$ cat src/rtl/seg_digit_driver.sv
// seg_digit_driver
//   Segment-data side of a 3-digit multiplexed 7-segment display. A binary
//   reading (0..999) is accepted through a load/busy handshake and converted
//   to BCD by an iterative double-dabble FSM. The result is held in a shadow
//   register and committed to the displayed digits only at a frame start
//   (dig_sel == 3'b011), so a frame never mixes old and new digits.
//
// Ports
//   clk      system clock
//   rst      asynchronous active-high reset
//   dig_sel  active-low digit select from the scan ring (bit2 hundreds,
//            bit1 tens, bit0 ones)
//   value    binary reading, sampled when a load is accepted
//   load     conversion request, accepted only while busy = 0
//   busy     conversion in progress (11 clocks after the accept edge)
//   ovf      committed reading was > 999 (all digits show a dash)
//   seg      registered segment bus {dp,g,f,e,d,c,b,a}
//
// Parameters
//   SEG_ACTIVE_LOW  1 inverts every seg output (common-anode panel)
//   LZB             1 enables leading-zero blanking on hundreds and tens

module seg_digit_driver #(
  parameter bit SEG_ACTIVE_LOW = 1'b0,
  parameter bit LZB            = 1'b1
) (
  input  logic       clk,
  input  logic       rst,
  input  logic [2:0] dig_sel,
  input  logic [9:0] value,
  input  logic       load,
  output logic       busy,
  output logic       ovf,
  output logic [7:0] seg
);

  typedef enum logic [1:0] {
    S_IDLE,
    S_SHIFT,
    S_DONE
  } state_t;

  localparam logic [7:0] SEG_BLANK = 8'h00;
  localparam logic [7:0] SEG_DASH  = 8'h40;

  state_t      r_state;
  state_t      w_state_nxt;

  logic [9:0]  r_bin;
  logic [11:0] r_bcd;
  logic [3:0]  r_cnt;
  logic        r_ovf_scr;

  logic [11:0] r_sh_bcd;
  logic        r_sh_ovf;
  logic        r_pending;

  logic [11:0] r_cm_bcd;
  logic        r_cm_ovf;

  logic [7:0]  r_seg;

  logic [11:0] w_bcd_adj;
  logic [21:0] w_shift;
  logic        w_commit;
  logic [11:0] w_disp_bcd;
  logic        w_disp_ovf;
  logic [3:0]  w_hund;
  logic [3:0]  w_tens;
  logic [3:0]  w_ones;
  logic [7:0]  w_seg_raw;
  logic [7:0]  w_seg_nxt;

  function automatic logic [7:0] dec7(input logic [3:0] n);
    logic [7:0] s;
    case (n)
      4'd0:    s = 8'h3F;
      4'd1:    s = 8'h06;
      4'd2:    s = 8'h5B;
      4'd3:    s = 8'h4F;
      4'd4:    s = 8'h66;
      4'd5:    s = 8'h6D;
      4'd6:    s = 8'h7D;
      4'd7:    s = 8'h07;
      4'd8:    s = 8'h7F;
      4'd9:    s = 8'h6F;
      default: s = SEG_BLANK;
    endcase
    return s;
  endfunction

  // ---------------------------------------------------------------------------
  // Conversion FSM
  // ---------------------------------------------------------------------------
  always_comb begin
    w_state_nxt = r_state;
    case (r_state)
      S_IDLE:  if (load) w_state_nxt = S_SHIFT;
      S_SHIFT: if (r_cnt == 4'd9) w_state_nxt = S_DONE;
      S_DONE:  w_state_nxt = S_IDLE;
      default: w_state_nxt = S_IDLE;
    endcase
  end

  always_ff @(posedge clk or posedge rst) begin
    if (rst) r_state <= S_IDLE;
    else     r_state <= w_state_nxt;
  end

  // Double-dabble step: add 3 to every nibble >= 5, then shift {bcd,bin} left.
  always_comb begin
    w_bcd_adj = r_bcd;
    for (int unsigned i = 0; i < 3; i++) begin
      if (r_bcd[i*4 +: 4] >= 4'd5)
        w_bcd_adj[i*4 +: 4] = r_bcd[i*4 +: 4] + 4'd3;
    end
    w_shift = {w_bcd_adj, r_bin} << 1;
  end

  // ---------------------------------------------------------------------------
  // Commit and segment selection
  // ---------------------------------------------------------------------------
  assign w_commit = (dig_sel == 3'b011) && r_pending;

  // On a commit edge the freshly committed digits feed the seg register
  // directly, so the hundreds digit shown at frame start is already new.
  assign w_disp_bcd = w_commit ? r_sh_bcd : r_cm_bcd;
  assign w_disp_ovf = w_commit ? r_sh_ovf : r_cm_ovf;
  assign w_hund     = w_disp_bcd[11:8];
  assign w_tens     = w_disp_bcd[7:4];
  assign w_ones     = w_disp_bcd[3:0];

  always_comb begin
    w_seg_raw = SEG_BLANK;
    case (dig_sel)
      3'b011: begin
        if (w_disp_ovf)                 w_seg_raw = SEG_DASH;
        else if (LZB && w_hund == 4'd0) w_seg_raw = SEG_BLANK;
        else                            w_seg_raw = dec7(w_hund);
      end
      3'b101: begin
        if (w_disp_ovf)                                     w_seg_raw = SEG_DASH;
        else if (LZB && w_hund == 4'd0 && w_tens == 4'd0)   w_seg_raw = SEG_BLANK;
        else                                                w_seg_raw = dec7(w_tens);
      end
      3'b110: begin
        if (w_disp_ovf) w_seg_raw = SEG_DASH;
        else            w_seg_raw = dec7(w_ones);
      end
      default: w_seg_raw = SEG_BLANK;
    endcase
    w_seg_nxt = SEG_ACTIVE_LOW ? ~w_seg_raw : w_seg_raw;
  end

  // ---------------------------------------------------------------------------
  // Datapath registers
  // ---------------------------------------------------------------------------
  always_ff @(posedge clk or posedge rst) begin
    if (rst) begin
      r_bin     <= '0;
      r_bcd     <= '0;
      r_cnt     <= '0;
      r_ovf_scr <= 1'b0;
      r_sh_bcd  <= '0;
      r_sh_ovf  <= 1'b0;
      r_pending <= 1'b0;
      r_cm_bcd  <= '0;
      r_cm_ovf  <= 1'b0;
      r_seg     <= {8{SEG_ACTIVE_LOW}};
    end else begin
      case (r_state)
        S_IDLE: begin
          if (load) begin
            r_bin     <= value;
            r_bcd     <= '0;
            r_cnt     <= '0;
            r_ovf_scr <= (value > 10'd999);
          end
        end
        S_SHIFT: begin
          r_bcd <= w_shift[21:10];
          r_bin <= w_shift[9:0];
          r_cnt <= r_cnt + 4'd1;
        end
        S_DONE: begin
          r_sh_bcd <= r_bcd;
          r_sh_ovf <= r_ovf_scr;
        end
        default: ;
      endcase

      // A DONE coinciding with frame start commits the previous shadow;
      // the new result stays pending for the next frame start.
      if (r_state == S_DONE) r_pending <= 1'b1;
      else if (w_commit)     r_pending <= 1'b0;

      if (w_commit) begin
        r_cm_bcd <= r_sh_bcd;
        r_cm_ovf <= r_sh_ovf;
      end

      r_seg <= w_seg_nxt;
    end
  end

  assign busy = (r_state != S_IDLE);
  assign ovf  = r_cm_ovf;
  assign seg  = r_seg;

endmodule

$ cat config.mk
export PLATFORM = sky130hd
export DESIGN_NAME = seg_digit_driver
export DESIGN_NICKNAME = d
export VERILOG_FILES = /design/src/rtl/seg_digit_driver.sv
export SDC_FILE = /design/constraint.sdc
export NUM_CORES = 1
export LEC_CHECK = 0
export ABC_AREA = 1
export BUFFER_PORTS_ARGS = -buffer_cell sky130_fd_sc_hd__buf_2
export CAP_MARGIN = 20
export CELL_PAD_IN_SITES_DETAIL_PLACEMENT = 1
export CELL_PAD_IN_SITES_GLOBAL_PLACEMENT = 1
export CORE_ASPECT_RATIO = 0.9
export CORE_MARGIN = 2
export CORE_UTILIZATION = 49
export CTS_CLUSTER_SIZE = 25
export DETAILED_ROUTE_END_ITERATION = 7
export GPL_ROUTABILITY_DRIVEN = 1
export PLACE_DENSITY_LB_ADDON = 0.08
export SKIP_LAST_GASP = 1
export SLEW_MARGIN = 20
export SYNTH_ARGS = -nofsm -noshare
export SYNTH_HDL_FRONTEND = slang
export SYNTH_SLANG_ARGS = --single-unit
$ cat constraint.sdc
create_clock -name clk -period 4.5 [get_ports clk]
set_input_delay 0 -clock clk [delete_from_list [all_inputs] [get_ports clk]]
set_output_delay 0 -clock clk [all_outputs]
set_load 0.005 [all_outputs]
==> impl_metrics.env, run 1 <==
export IMPL_viasPerCell=5.25
export IMPL_synthSimpleGateAreaFrac=0.251
export IMPL_post_route_drc_count=0
export IMPL_synthMuxAreaShare=0.00286
export IMPL_synth_area_per_cell_sq_um=8.18
export IMPL_diodes=0
export IMPL_max_stage_delay_ns=0.49
export IMPL_critPathKind="register to register"
export IMPL_die_area_sq_mm=0.00784
export IMPL_yosysTopAreaCell="dfrtp_1"
export IMPL_path_buf_inv=1
export IMPL_yosysWarnings=0
export IMPL_nets=500
export IMPL_clk_path_buf_depth=2
export IMPL_rows=29
export IMPL_path_delay_family="simple AND/OR/NAND/NOR gates"
export IMPL_drive_gt1_frac=0.153
export IMPL_synth_edf_count=0
export IMPL_slew_headroom=0.428
export IMPL_cts_resized=0
export IMPL_ir_drop_mv=0.338
export IMPL_path_clk_slew_ns=0.08
export IMPL_worstPathRequired_ns=4.77
export IMPL_slowest_stage="dfrtp_1"
export IMPL_crit_fanout=17
export IMPL_wl_per_cell_um=15.5
export IMPL_die_width_um=93.1
export IMPL_grt_total_usage=0.246
export IMPL_holdCritPathClass="input pin to register"
export IMPL_core_area_sq_mm=0.00700
export IMPL_grt_overflow=0
export IMPL_crit_top_cell="nand2_1"
export IMPL_wl_um=8710
export IMPL_drv_slew=0
export IMPL_setup_violations=0
export IMPL_synth_top_family_by_area="simple AND/OR/NAND/NOR gates"
export IMPL_end_kind="register"
export IMPL_async_reset_ff_frac=1.00
export IMPL_fmax_mhz=402
export IMPL_synth_compound_area_share=0.132
export IMPL_vias=2953
export IMPL_ant_nets=0
export IMPL_rsz0062_at_grt="no"
export IMPL_synthCells=428
export IMPL_antenna_found_initial=0
export IMPL_p_leak_nw=2.07
export IMPL_synth_top_area_frac=0.450
export IMPL_io_buffers=24
export IMPL_start_kind="register"
export IMPL_synth_fp_nets=463
export IMPL_cts_root_buffer="clkbuf_8"
export IMPL_clk_latency_ns=0.35
export IMPL_synth_area_sq_mm=0.00350
export IMPL_hold_slack_ns=0.0592
export IMPL_final_cells=563
export IMPL_ys_flop_type="dfrtp_1"
export IMPL_outcome="finished clean"
export IMPL_drv_cap=0
export IMPL_num_io_pins=26
export IMPL_drtPass1Iterations=4
export IMPL_start_util=0.500
export IMPL_synth_common_cells="nand2_1, dfrtp_1, inv_1"
export IMPL_worst_endpoint_arrival_ns=2.75
export IMPL_post_route_min_period_ns=2.49
export IMPL_grt_pass1_wl_um=15300
export IMPL_hold_violations=0
export IMPL_placed_cells=535
export IMPL_synth_area_top_cells="dfrtp_1, nand2_1, ha_1"
export IMPL_area_growth_pct=15.7
export IMPL_cts_buffers=9
export IMPL_tns_ns=0
export IMPL_crit_path_cell_trace="nand4_4 -> o21ai_1 -> inv_1 -> ha_1 -> nand3_2 -> nor2_2 -> nor2_1 -> nand3_1 -> nand2_1 -> nand2_1 -> a21oi_1"
export IMPL_grt_max_degree=64
export IMPL_tightest_slew_ns=0.855
export IMPL_post_synth_top_count_cell="nand2_1"
export IMPL_clock_sinks=63
export IMPL_synthAdderAreaFrac=0.0679
export IMPL_synth_xor_area_frac=0.00501
export IMPL_fp_dieH_um=84.2
export IMPL_gp_congestion=0.883
export IMPL_hpwl_um=6040
export IMPL_power_density_mw_per_mm2=663
export IMPL_post_route_period_util=0.553
export IMPL_grt_pass1_vias=3099
export IMPL_seq_area_frac_synth=0.450
export IMPL_dr_first_iter_drc_count=136
export IMPL_tritoncts="built"
export IMPL_cts_htree_levels=3
export IMPL_ys_types=40
export IMPL_clock_skew_final_ns=0.0125
export IMPL_ys_ff_latch=63
==> worst paths after layout <==
kind / startpoint / endpoint / slack (ns) / cells after the start
worst max-delay path: r_pending / seg[3] / 2.01 / 11
worst max register to register: r_pending / seg[3] / 2.01 / 11
max in group asynchronous: rst / r_sh_bcd[0] / 3.55 / 4
worst min-delay path: dig_sel[2] / r_pending / 0.06 / 3
min in group asynchronous: rst / seg[4] / 0.43 / 4
worst min register to register: r_cm_bcd[4] / r_cm_bcd[4] / 0.48 / 2
==> layer usage <==
metal,vias to the layer above,routed length [um],global-route usage
met5,-,0,0
met4,0,84,0.0628
met3,12,158,0.0458
met2,18,4050,0.386
met1,1454,4420,0.355
li1,1469,-,-
==> through the flow <==
step	utilization	power, mW	instance area, sq um	worst slack, ns
after detailed placement	0.527	2.06	3690	2.07
after floorplan	-	1.76	3500	2.45
final	0.578	2.68	4050	2.01
after global routing	0.578	2.93	4050	1.74
after global placement	0.527	2.00	3690	2.24
after CTS	0.578	2.69	4050	2.04
==> final cells by class <==
type | instances | area (sq um)
inverter | 66 | 248
timing repair buffer | 38 | 255
sequential | 63 | 1580
multi-input combinational | 287 | 1610
fill | 862 | 2950
tap | 93 | 116
clock buffer | 12 | 165
clock inverter | 4 | 76.3
==> cells by family after synthesis <==
logic type / count (synthesis)
compound gates: 74
xor+xnor: 2
fa+ha+maj: 19
buf+inv: 78
flops: 63
mux: 1
other cells: 1
simple gates: 190
==> worst register-to-register path: stages (launching register included) <==
cell	delay [ns]
dfrtp_1	0.49
nand4_4	0.35
o21ai_1	0.46
inv_1	0.16
ha_1	0.24
nand3_2	0.10
nor2_2	0.07
nor2_1	0.19
nand3_1	0.10
nand2_1	0.07
nand2_1	0.05
a21oi_1	0.13
==> registers in the layout, summed over array words and instances, names as in the netlist <==
signal and cells:
r_sh_bcd 12, r_pending 1, r_bin 10, r_sh_ovf 1, r_cnt 4, seg 7, r_state 2, r_bcd 12
r_ovf_scr 1, r_cm_bcd 12, ovf 1
==> power by group <==
group	switching, mW	internal (mW)	total, mW
clock network	0.237	0.358	0.595
logic	0.785	0.400	1.18
registers	0.120	0.784	0.905
==> placed cells by master (no fill, tap or decap), drive strengths merged <==
master       synthesis  layout
a22oi                2       2
a22o                 1       1
nand3b               5       5
a21oi                9       9
clkinvlp             0       1
o211ai               1       1
dfrtp               63      63
nor2                21      21
nand3               41      41
bufinv               0       2
o31ai                1       1
nand4               13      13
dlygate4sd3          0      12
clkbuf               7      12
buf                  5      26
o21ai               45      45
a31oi                2       2
clkinv               0       1
nor3                 1       1
or2                  2       2
o32ai                3       3
a21boi               3       3
mux2i                1       1
ha                  19      19
nand2              107     107
o22ai                7       7
xor2                 2       2
conb                 1       1
inv                 66      66
==> timing repair <==
action / 4_1_cts / 5_1_grt
hold buffers: 12 / 0
buffers inserted: 0 / 0
hold endpoints to repair: 76 / 0
No activity file was read; power rests on OpenSTA's default activity.
==> inputs of run 2 (changes only) <==
- CORE_UTILIZATION: 49 -> 45
- clock period: 4.5 -> 2.5 ns (I/O delays scaled with it)
==> impl_metrics.env, run 2 (synthesis results as in run 1) <==
export IMPL_outcome="finished clean"
export IMPL_start_util=0.464
export IMPL_clk_path_buf_depth=2
export IMPL_end_kind="register"
export IMPL_hpwl_um=6180
export IMPL_slew_headroom=0.476
export IMPL_start_kind="register"
export IMPL_nFillCells=931
export IMPL_vias=2961
export IMPL_p_clk_frac=0.175
export IMPL_tritoncts="built"
export IMPL_grtUsageMet2=0.378
export IMPL_hold_violations=0
export IMPL_cts_root_buffer="clkbuf_8"
export IMPL_dr_first_iter_drc_count=116
export IMPL_post_route_min_period_ns=2.25
export IMPL_grtUsageMet3=0.0527
export IMPL_whs_path_depth=4
export IMPL_wl_um=8650
export IMPL_r2r_slack_ns=0.25
export IMPL_p_leak_nw=2.05
export IMPL_ir_drop_mv=0.581
export IMPL_critPathKind="register to register"
export IMPL_num_io_pins=26
export IMPL_die_width_um=97.0
export IMPL_worst_endpoint_arrival_ns=2.52
export IMPL_fp_dieH_um=87.7
export IMPL_gp_congestion=0.786
export IMPL_p_int_mw=2.52
export IMPL_die_area_sq_mm=0.00850
export IMPL_path_clk_slew_ns=0.08
export IMPL_layout_setup_ws_ns=0.253
export IMPL_p_sw_mw=2.02
export IMPL_grt_pass1_vias=3104
export IMPL_hold_slack_ns=0.0695
export IMPL_drv_slew=0
export IMPL_r2r_cells=10
export IMPL_ant_nets=0
export IMPL_top_usage_layer="met2"
export IMPL_final_cell_mix="nand2_1, dfrtp_1, inv_1"
export IMPL_drive_gt1_frac=0.162
export IMPL_grt_met1_usage=0.285
export IMPL_worstPathRequired_ns=2.77
export IMPL_holdCritPathClass="input pin to register"
export IMPL_antenna_found_initial=0
export IMPL_power_frac_comb=0.469
export IMPL_whs_endpoint="seg[5]"
export IMPL_tns_ns=0
export IMPL_cts_htree_levels=3
export IMPL_layout_commonest_cell="nand2_1"
export IMPL_power_density_mw_per_mm2=1130
export IMPL_rsz0062_at_grt="no"
export IMPL_grt_pass1_wl_um=15100
export IMPL_setup_violations=0
export IMPL_grt_total_usage=0.222
export IMPL_post_place_ws_ns=0.272
export IMPL_reg2reg_from="r_pending"
export IMPL_reg_largest_list="r_bcd (12), r_cm_bcd (12), r_sh_bcd (12)"
export IMPL_drv_cap=0
export IMPL_drtPass1Iterations=4
export IMPL_crit_fanout=17
export IMPL_grt_overflow=0
export IMPL_fmax_mhz=445
export IMPL_min_from="dig_sel[2]"
export IMPL_clock_skew_final_ns=0.0102
export IMPL_area_growth_pct=14.9
export IMPL_final_util=0.533
export IMPL_io_buffers=24
export IMPL_cts_buffers=9
export IMPL_sw_frac_of_total=0.444
export IMPL_core_area_sq_mm=0.00754
export IMPL_viasPerCell=5.19
export IMPL_grt_max_degree=32
export IMPL_pwr_share_seq=0.356
export IMPL_tightest_slew_ns=0.784
export IMPL_rows=30
export IMPL_diodes=0
export IMPL_clock_sinks=63
export IMPL_timing_rr_end="seg[3]"
export IMPL_post_route_period_util=0.899
export IMPL_post_route_drc_count=0
export IMPL_clk_latency_ns=0.34
export IMPL_nets=505
export IMPL_wl_per_cell_um=15.1
[run 2: cell types whose count changed in the layout (fill, tap and decap cells not counted)]
| cell | before | now |
|---|---|---|
| clkinvlp_4 | 1 | 4 |
| inv_6 | 0 | 1 |
| clkbuf_8 | 12 | 9 |
| bufinv_16 | 2 | 0 |
| clkinv_4 | 1 | 0 |
| clkinv_2 | 0 | 2 |
| buf_4 | 2 | 7 |
[run 2: power by group through the flow]
stage / registers, mW / clock network (mW) / logic (mW)
6_report: 1.62 / 0.797 / 2.13
5_1_grt: 1.67 / 0.867 / 2.49
4_1_cts: 1.62 / 0.820 / 2.15
3_5_place_dp: 1.63 / 0 / 2.12
3_3_place_gp: 1.62 / 0 / 2.04
2_1_floorplan: 1.58 / 0 / 1.59
[run 2: worst max-delay path, stage by stage, from the launching register on]
cell	delay [ns]
dfrtp_1	0.49
nand4_4	0.33
o21ai_2	0.34
inv_1	0.13
ha_1	0.29
nand3b_1	0.18
nand3_1	0.10
nand3_1	0.07
nand2_1	0.08
nand2_1	0.05
a21oi_1	0.12
[run 2: worst max-delay path by stage]
stage	slack, ns	end	depth (start not counted)	startpoint
after floorplan	0.45	seg[3]	11	r_pending
after global placement	0.37	seg[3]	10	r_pending
after detailed placement	0.27	seg[3]	10	r_pending
after CTS	0.27	seg[3]	10	r_pending
after global routing	0.04	seg[1]	8	r_pending
final	0.25	seg[3]	10	r_pending
[run 2: layer usage]
metal  vias up  share of wire
met5         -              0
met4         0          0.014
met3        11          0.028
met2        32           0.48
met1      1440           0.48
li1       1478              -
[run 2: timing repair]
item,CTS,global route
hold buffers,12,0
hold endpoints to repair,42,0
setup buffers,0,0
gates resized for setup,0,0
[run 2: final cells by class]
cell class              instances  area, sq um  area share
clock inverters                 7         48.8      0.0121
inverters                      66          248      0.0616
repair buffers                 43          293      0.0728
multi-input cells             287         1610       0.401
clock buffers                   9          124      0.0308
well taps                      96          120      0.0299
flip-flops and latches         63         1580       0.392
[run 2: stage by stage]
stage	total power, mW	cells	cell area (sq um)
final	4.54	571	4020
after global routing	5.02	571	4020
after CTS	4.59	571	4020
after detailed placement	3.75	543	3730
after global placement	3.66	543	3730
after floorplan	3.17	428	3500
==> inputs of run 3 (changes only) <==
- CELL_PAD_IN_SITES_DETAIL_PLACEMENT: 1 -> 0
==> impl_metrics.env, run 3 (synthesis results as in run 1) <==
export IMPL_hold_violations=0
export IMPL_die_area_sq_mm=0.00850
export IMPL_worst_endpoint_arrival_ns=2.47
export IMPL_path_clk_slew_ns=0.08
export IMPL_grt_max_degree=32
export IMPL_grt_pass1_wl_um=13300
export IMPL_path_delay_family="simple AND/OR/NAND/NOR gates"
export IMPL_sw_frac_of_total=0.428
export IMPL_drv_slew=0
export IMPL_antenna_found_initial=0
export IMPL_reg2reg_from="r_pending"
export IMPL_total_power_mw=4.49
export IMPL_drv_cap=0
export IMPL_pwr_share_seq=0.358
export IMPL_nets=505
export IMPL_grt_pass1_vias=2809
export IMPL_cts_setup_buffers=0
export IMPL_ant_nets=0
export IMPL_crit_path_cell_trace="nand4_4 -> o21ai_2 -> inv_1 -> ha_1 -> nand3b_1 -> nand3_1 -> nand3_1 -> nand2_1 -> nand2_1 -> a21oi_1"
export IMPL_outcome="finished clean"
export IMPL_cts_htree_levels=3
export IMPL_holdCritPathClass="input pin to register"
export IMPL_reg_largest_list="r_bcd (12), r_cm_bcd (12), r_sh_bcd (12)"
export IMPL_grt_total_usage=0.196
export IMPL_tightest_slew_ns=0.734
export IMPL_cts_resized=0
export IMPL_clock_sinks=63
export IMPL_end_kind="register"
export IMPL_vias=2917
export IMPL_drtPass1Iterations=4
export IMPL_gp_congestion=0.786
export IMPL_core_area_sq_mm=0.00754
export IMPL_power_density_mw_per_mm2=1110
export IMPL_setup_violations=0
export IMPL_grt_overflow=0
export IMPL_dr_first_iter_drc_count=116
export IMPL_path_buf_inv=1
export IMPL_worstPathRequired_ns=2.77
export IMPL_max_stage_delay_ns=0.48
export IMPL_clk_latency_ns=0.34
export IMPL_post_route_drc_count=0
export IMPL_hpwl_um=5460
export IMPL_post_route_min_period_ns=2.21
export IMPL_cts_buffers=9
export IMPL_power_frac_comb=0.459
export IMPL_p_sw_mw=1.92
export IMPL_viasPerCell=5.12
export IMPL_start_util=0.464
export IMPL_rsz0062_at_grt="no"
export IMPL_start_kind="register"
export IMPL_ir_drop_mv=0.525
export IMPL_p_clk_frac=0.183
export IMPL_final_cell_mix="nand2_1, dfrtp_1, inv_1"
export IMPL_slowest_stage="dfrtp_1"
export IMPL_clock_skew_final_ns=0.00971
export IMPL_p_leak_nw=2.06
export IMPL_wl_per_cell_um=13.4
export IMPL_tritoncts="built"
export IMPL_crit_fanout=17
export IMPL_io_buffers=24
export IMPL_die_width_um=97.0
export IMPL_p_int_mw=2.57
export IMPL_post_route_period_util=0.882
export IMPL_rows=30
export IMPL_critPathKind="register to register"
export IMPL_slew_headroom=0.509
export IMPL_drive_gt1_frac=0.160
export IMPL_diodes=0
export IMPL_area_growth_pct=15.2
export IMPL_fmax_mhz=453
export IMPL_clk_path_buf_depth=2
export IMPL_critPathLaunch="r_pending"
export IMPL_wl_um=7660
export IMPL_fp_dieH_um=87.7
export IMPL_tns_ns=0
export IMPL_cts_root_buffer="clkbuf_8"
export IMPL_num_io_pins=26
export IMPL_min_from="dig_sel[2]"
export IMPL_layout_commonest_cell="nand2_1"
[run 3: cell types whose count changed in the layout (fill, tap and decap cells not counted), sizes merged]
cell / previous run / this run
clkinvlp: 4 / 3
inv: 67 / 66
clkinv: 2 / 1
clkbuf: 9 / 11
[run 3: repair_timing]
item                                    4_1_cts  5_1_grt
hold endpoints to repair                     42        0
hold buffers                                 12        0
endpoints found under the setup margin        0        0
[run 3: layout make-up]
cell class | count | area [sq um]
repair buffers | 43 | 293
well taps | 96 | 120
clock buffers | 11 | 151
inverters | 66 | 248
fillers | 743 | 3510
multi-input cells | 287 | 1610
flip-flops and latches | 63 | 1580
clock inverters | 4 | 31.3
[run 3: stage by stage]
| step | worst slack (ns) | util | cell area [sq um] | std cells | hold WS [ns] |
|---|---|---|---|---|---|
| after floorplan | 0.449 | - | 3500 | 428 | 0.128 |
| after global placement | 0.371 | 0.494 | 3730 | 543 | 0.152 |
| after detailed placement | 0.301 | 0.494 | 3730 | 543 | 0.159 |
| after CTS | 0.277 | 0.534 | 4030 | 570 | 0.0469 |
| after global routing | 0.0773 | 0.534 | 4030 | 570 | 0.0785 |
| final | 0.294 | 0.534 | 4030 | 570 | 0.0726 |
[run 3: final timing paths]
| check | end | slack [ns] | depth (start not counted) |
|---|---|---|---|
| worst min register to register | r_cm_bcd[4] | 0.47 | 2 |
| min in group asynchronous | seg[0] | 0.31 | 3 |
| worst max-delay path | seg[3] | 0.29 | 10 |
| max in group asynchronous | r_bin[2] | 1.49 | 4 |
| worst min-delay path | seg[5] | 0.07 | 4 |
| worst max register to register | seg[3] | 0.29 | 10 |
[run 3: power by group through the flow]
stage          combinational [mW]  sequential (mW)  clock, mW
6_report                     2.06             1.61      0.821
5_1_grt                      2.40             1.66      0.887
4_1_cts                      2.08             1.61      0.847
3_5_place_dp                 2.06             1.62          0
3_3_place_gp                 2.04             1.62          0
2_1_floorplan                1.59             1.58          0
[run 3: layer usage]
metal  up-vias  routed length, um  share of wire  track usage
met2        42               3580           0.47        0.332
met1      1382               3750           0.49        0.255
met5         -                  0              0            0
met3        11                226          0.029       0.0447
met4         0                102          0.013       0.0602
li1       1482                  -              -            -
[run 3: tightest hold or removal path, cell delays in order]
cell	delay, ns
buf_2	0.10
nor2_2	0.11
nand2_1	0.09
nand3_1	0.07
